File: config.mk
export PLATFORM = sky130hd
export DESIGN_NAME = i2c_reg_bank
export DESIGN_NICKNAME = d
export VERILOG_FILES = /design/src/rtl/i2c_pkg.sv /design/src/rtl/i2c_sync_edge.sv /design/src/rtl/i2c_reg_bank.sv
export SDC_FILE = /design/constraint.sdc
export NUM_CORES = 1
export LEC_CHECK = 0
export ABC_AREA = 1
export CAP_MARGIN = 20
export CORE_UTILIZATION = 50
export DETAILED_ROUTE_END_ITERATION = 7
export DONT_BUFFER_PORTS = 1
export PLACE_DENSITY = 0.69
export REMOVE_ABC_BUFFERS = 1
export SETUP_SLACK_MARGIN = 0.3
export SYNTH_ARGS = -nofsm -noshare
export SYNTH_HDL_FRONTEND = slang
export SYNTH_HIERARCHICAL = 1
export SYNTH_SLANG_ARGS = --single-unit
File: constraint.sdc
create_clock -name clk -period 1.8 [get_ports clk]
set_input_delay 0.27 -clock clk [delete_from_list [all_inputs] [get_ports clk]]
set_output_delay 0.27 -clock clk [all_outputs]
set_load 0.1 [all_outputs]
File: src/rtl/i2c_pkg.sv
// Shared constants for the I2C register bank: slave address, default index width,
// reset/idle byte values and the out-of-range address helper.
package i2c_pkg;
    localparam logic [6:0] SL_ADDR     = 7'h50;
    localparam int         AW_DEF      = 4;
    localparam logic [7:0] RST_VAL_DEF = 8'h00;
    localparam logic [7:0] XMIT_IDLE   = 8'hFF;

    // An address is out of range when any bit above the register index field is set.
    function automatic logic addr_oor(input logic [6:0] addr, input int aw);
        return (addr >> aw) != 7'd0;
    endfunction
endpackage

File: src/rtl/i2c_sync_edge.sv
// SYNC_N-stage synchronizer for a W-bit async input, with a one-clk rising-edge
// pulse derived from bit 0 of the synchronized value.
module i2c_sync_edge #(
    parameter int W      = 1,
    parameter int SYNC_N = 2
) (
    input  logic         clk,
    input  logic         rst_n,
    input  logic [W-1:0] i_d,
    output logic [W-1:0] o_q,
    output logic         o_rise
);
    logic [W-1:0] r_stage [SYNC_N];
    logic         r_prev;

    always_ff @(posedge clk or negedge rst_n) begin
        if (!rst_n) begin
            for (int i = 0; i < SYNC_N; i++) r_stage[i] <= '0;
            r_prev <= 1'b0;
        end else begin
            r_stage[0] <= i_d;
            for (int i = 1; i < SYNC_N; i++) r_stage[i] <= r_stage[i-1];
            r_prev <= r_stage[SYNC_N-1][0];
        end
    end

    assign o_q    = r_stage[SYNC_N-1];
    assign o_rise = o_q[0] & ~r_prev;
endmodule

File: src/rtl/i2c_reg_bank.sv
// System-clock register bank behind the I2C slave controller: synchronizes controller
// outputs, writes bytes through an auto-incrementing pointer and serves the read byte.
module i2c_reg_bank
    import i2c_pkg::*;
#(
    parameter int         AW      = AW_DEF,
    parameter int         RO_BASE = 8,
    parameter int         SYNC_N  = 2,
    parameter logic [7:0] RST_VAL = RST_VAL_DEF
) (
    input  logic                          clk,
    input  logic                          rst_n,
    input  logic [6:0]                    i_i2c_addr,
    input  logic [7:0]                    i_i2c_data,
    input  logic                          i_i2c_dval,
    input  logic                          i_i2c_start,
    input  logic [8*((1<<AW)-RO_BASE)-1:0] i_hw_status,
    output logic [7:0]                    o_xmit_data,
    output logic [8*RO_BASE-1:0]          o_ctrl_regs,
    output logic                          o_wr_pulse,
    output logic [AW-1:0]                 o_wr_index,
    output logic                          o_wr_err
);
    localparam int          NREG   = 1 << AW;
    localparam logic [AW:0] RO_IDX = (AW+1)'(RO_BASE);

    logic [6:0]    w_addr_s;
    logic [7:0]    w_data_s;
    logic          w_wr_stb;
    logic          w_st_stb;
    logic          w_unused_dval_s;
    logic          w_unused_start_s;
    logic          w_unused_addr_rise;
    logic          w_unused_data_rise;

    i2c_sync_edge #(.W(7), .SYNC_N(SYNC_N)) u_sync_addr (
        .clk(clk), .rst_n(rst_n), .i_d(i_i2c_addr), .o_q(w_addr_s), .o_rise(w_unused_addr_rise));
    i2c_sync_edge #(.W(8), .SYNC_N(SYNC_N)) u_sync_data (
        .clk(clk), .rst_n(rst_n), .i_d(i_i2c_data), .o_q(w_data_s), .o_rise(w_unused_data_rise));
    i2c_sync_edge #(.W(1), .SYNC_N(SYNC_N)) u_sync_dval (
        .clk(clk), .rst_n(rst_n), .i_d(i_i2c_dval), .o_q(w_unused_dval_s), .o_rise(w_wr_stb));
    i2c_sync_edge #(.W(1), .SYNC_N(SYNC_N)) u_sync_start (
        .clk(clk), .rst_n(rst_n), .i_d(i_i2c_start), .o_q(w_unused_start_s), .o_rise(w_st_stb));

    logic [6:0]    r_addr_prev;
    logic [6:0]    r_addr_q;
    logic          r_first;
    logic [AW-1:0] r_ptr;
    logic          r_wr_pulse;
    logic          r_wr_err;
    logic [AW-1:0] r_wr_index;
    logic [7:0]    r_xmit;

    logic          w_addr_stable;
    logic          w_addr_chg;
    logic          w_oor_q;
    logic          w_drop_oor;
    logic [AW-1:0] w_tgt;
    logic          w_ro;
    logic          w_we;
    logic [7:0]    w_bytes [NREG];
    logic [7:0]    w_rd_byte;

    // addr_q only follows the synced address after two agreeing samples (skew filter).
    assign w_addr_stable = (w_addr_s == r_addr_prev);
    assign w_addr_chg    = w_addr_stable && (w_addr_s != r_addr_q);
    assign w_oor_q       = addr_oor(r_addr_q, AW);
    assign w_drop_oor    = r_first && w_oor_q;
    assign w_tgt         = r_first ? r_addr_q[AW-1:0] : r_ptr;
    assign w_ro          = {1'b0, w_tgt} >= RO_IDX;
    assign w_we          = w_wr_stb && !w_drop_oor && !w_ro;
    assign w_rd_byte     = w_oor_q ? XMIT_IDLE : w_bytes[r_addr_q[AW-1:0]];

    always_ff @(posedge clk or negedge rst_n) begin
        if (!rst_n) begin
            r_addr_prev <= '0;
            r_addr_q    <= '0;
            r_first     <= 1'b1;
            r_ptr       <= '0;
            r_wr_pulse  <= 1'b0;
            r_wr_err    <= 1'b0;
            r_wr_index  <= '0;
            r_xmit      <= XMIT_IDLE;
        end else begin
            r_addr_prev <= w_addr_s;
            if (w_addr_stable) r_addr_q <= w_addr_s;
            r_wr_pulse <= w_we;
            r_wr_err   <= w_wr_stb && (w_drop_oor || w_ro);
            if (w_we) r_wr_index <= w_tgt;
            // Read-only targets still advance the pointer; out-of-range ones do not.
            if (w_wr_stb && !w_drop_oor) begin
                r_ptr   <= w_tgt + 1'b1;
                r_first <= 1'b0;
            end
            // A start or address change re-arms first after any same-clk write.
            if (w_st_stb || w_addr_chg) r_first <= 1'b1;
            r_xmit <= w_rd_byte;
        end
    end

    genvar gi;
    generate
        for (gi = 0; gi < RO_BASE; gi++) begin : g_ctrl
            logic [7:0] r_reg;
            always_ff @(posedge clk or negedge rst_n) begin
                if (!rst_n)                                r_reg <= RST_VAL;
                else if (w_we && (w_tgt == AW'(gi)))       r_reg <= w_data_s;
            end
            assign o_ctrl_regs[gi*8 +: 8] = r_reg;
            assign w_bytes[gi]            = r_reg;
        end
        for (gi = RO_BASE; gi < NREG; gi++) begin : g_hw
            assign w_bytes[gi] = i_hw_status[(gi-RO_BASE)*8 +: 8];
        end
    endgenerate

    assign o_xmit_data = r_xmit;
    assign o_wr_pulse  = r_wr_pulse;
    assign o_wr_index  = r_wr_index;
    assign o_wr_err    = r_wr_err;
endmodule

==> impl_metrics.tcl <==
set metrics [dict create \
    grt_pass1_wl_um 31400 \
    slew_headroom_pct 70.3 \
    drtAntennaViolNets 0 \
    max_clock_freq_ghz 0.584 \
    dieArea_um2 13800 \
    initial_core_util_pct 52.1 \
    die_y_um 118 \
    violations "negative hold slack" \
    place_area_um2 7340 \
    dpl.hpwl_um 12600 \
    grt_max_degree 134 \
    utilization_pct 69.1 \
    root_buffer "clkbuf_16" \
    p_per_area_nw_per_um2 2090 \
    start_kind "flip-flop" \
    numCtsBuffers 17 \
    clock_sinks 133 \
    io_buffer_count 0 \
    yosys_warnings 6 \
    drc 0 \
    rows 41 \
    cp-end-kind "flip-flop" \
    finalSetupViolations 0 \
    die_w_um 118 \
    outcome "finished, violations left" \
    fin_skew_ns 0.00802 \
    synth_cells 843 \
    rr_startpoint "r_first$_DFFE_PN1P_" \
    worstSetupPathType "flip-flop to flip-flop" \
    rsz0062_at_grt "yes" \
    hold_class "input pin to async pin" \
    peakVddDrop_mv 1.10 \
    coreArea_um2 12800 \
    hold_buffers 17 \
    num_io_pins 161 \
    synth_area_um2 6680 \
    wl_per_cell_um 17.8 \
    min_period_ns 1.71 \
    drt_iter0_drc 443 \
    antenna_found_initial 0 \
    setup_tns_ns 0 \
    track_usage_pct 29.6 \
    cp_data_arrival_time_ns 2.01 \
    tightest_slew_ns 0.445 \
    finalWirelength_um 20200 \
    dr.pass1.iters 5 \
    grt_overflow 0 \
    path_clk_slew_ns 0.06 \
    pre_cts_ws_ns -0.0414 \
    syn_to_final_growth_pct 32.7 \
    slew_viol_final 0 \
    gp_congestion 0.859 \
    drive_above_1_share_pct 22.9 \
    drv_cap 0 \
    largest_reg_flops 64 \
    tritoncts "built" \
    clk_latency_ns 0.42 \
    fin_crit_sh_pct 95.2 \
    cts_max_level 4 \
    syn_area_per_cell_um2 7.92 \
    vias 6106 \
    clockBufferDepth 2 \
    grt_pass1_vias 6001 \
    worst-path-max-fanout 8 \
    diodes 0 \
    nNetsFinal 1038 \
    startpoint "r_first$_DFFE_PN1P_" \
    leakage_nw 4.76 \
    worstPathRequired_ns 2.10 \
    design_area_um2 8860 \
    hold-worst-slack_ns -0.450 \
    finalHoldViolations 133 \
    layout_setup_ws_ns 0.0863 \
    via_per_inst 5.38 \
]
power by group:
| group | leakage [nW] | total [W] | internal, W | switching (W) |
|---|---|---|---|---|
| sequential | 1.67 | 0.00512 | 0.00392 | 0.00120 |
| combinational | 2.77 | 0.00946 | 0.00244 | 0.00702 |
| clock | 0.320 | 0.00391 | 0.00263 | 0.00128 |
| total | 4.76 | 0.0185 | 0.00899 | 0.00950 |
layer usage:
metal	global-route usage, %	vias to the layer above	part of all wire (%)
met1	36.9	2915	39
met5	0	-	0
met4	11.2	0	3.1
met2	49.0	303	49
li1	-	2840	-
met3	8.38	48	8.8
what timing repair did:
item,in CTS,in global routing
gates resized for setup,63,50
setup endpoints to repair,85,87
buffers inserted,16,4
cloned,7,2
endpoints found under the hold margin,150,133
pin swaps,10,10
critical path: stages (launching register included):
cell	delay, ns
dfstp_2	0.58
buf_6	0.14
o21ai_4	0.08
buf_12	0.14
nor2_4	0.19
buf_6	0.13
nand3_4	0.16
nand2_2	0.10
o21ai_1	0.06
path summary, 6_finish.rpt:
kind / cells after the start / slack, ns / end
min reg2reg: 0 / 0.35 / u_sync_addr/o_q[4]$_DFF_PN0_
max in group asynchronous: 0 / 1.93 / r_first$_DFFE_PN1P_
min in group clk: 6 / 0.20 / o_xmit_data[0]$_DFF_PN1_
max reg2reg: 8 / 0.09 / g_ctrl[2].r_reg[5]$_DFFE_PN0P_
min: 0 / -0.45 / u_sync_data/o_q[2]$_DFF_PN0_
max: 8 / 0.09 / g_ctrl[2].r_reg[5]$_DFFE_PN0P_
layout make-up:
cell class	count	area [um^2]
clock buffer	19	443
clock inverter	12	226
fill	995	3960
inverter	96	378
multi-input combinational	568	2900
sequential	133	3370
tap	172	215
timing repair buffer	135	1330
placed cells by master, fill, tap and decap left out, types with 11 or more instances in the layout:
cell / instances
o21ai_0: 19
o21ai_1: 43
buf_4: 92
dfrtp_1: 123
inv_1: 90
nand3_2: 11
nand3_1: 90
dlygate4sd3_1: 17
buf_6: 11
clkbuf_16: 18
nand2_1: 331
nand2_2: 15
metrics by stage:
step	power, W	cells
floorplan	0.0112	795
global placement	0.0132	1058
detailed placement	0.0133	1058
CTS	0.0181	1129
global route	0.0192	1135
finish	0.0185	1135
Note: power is estimated with default switching activity, not from simulation.
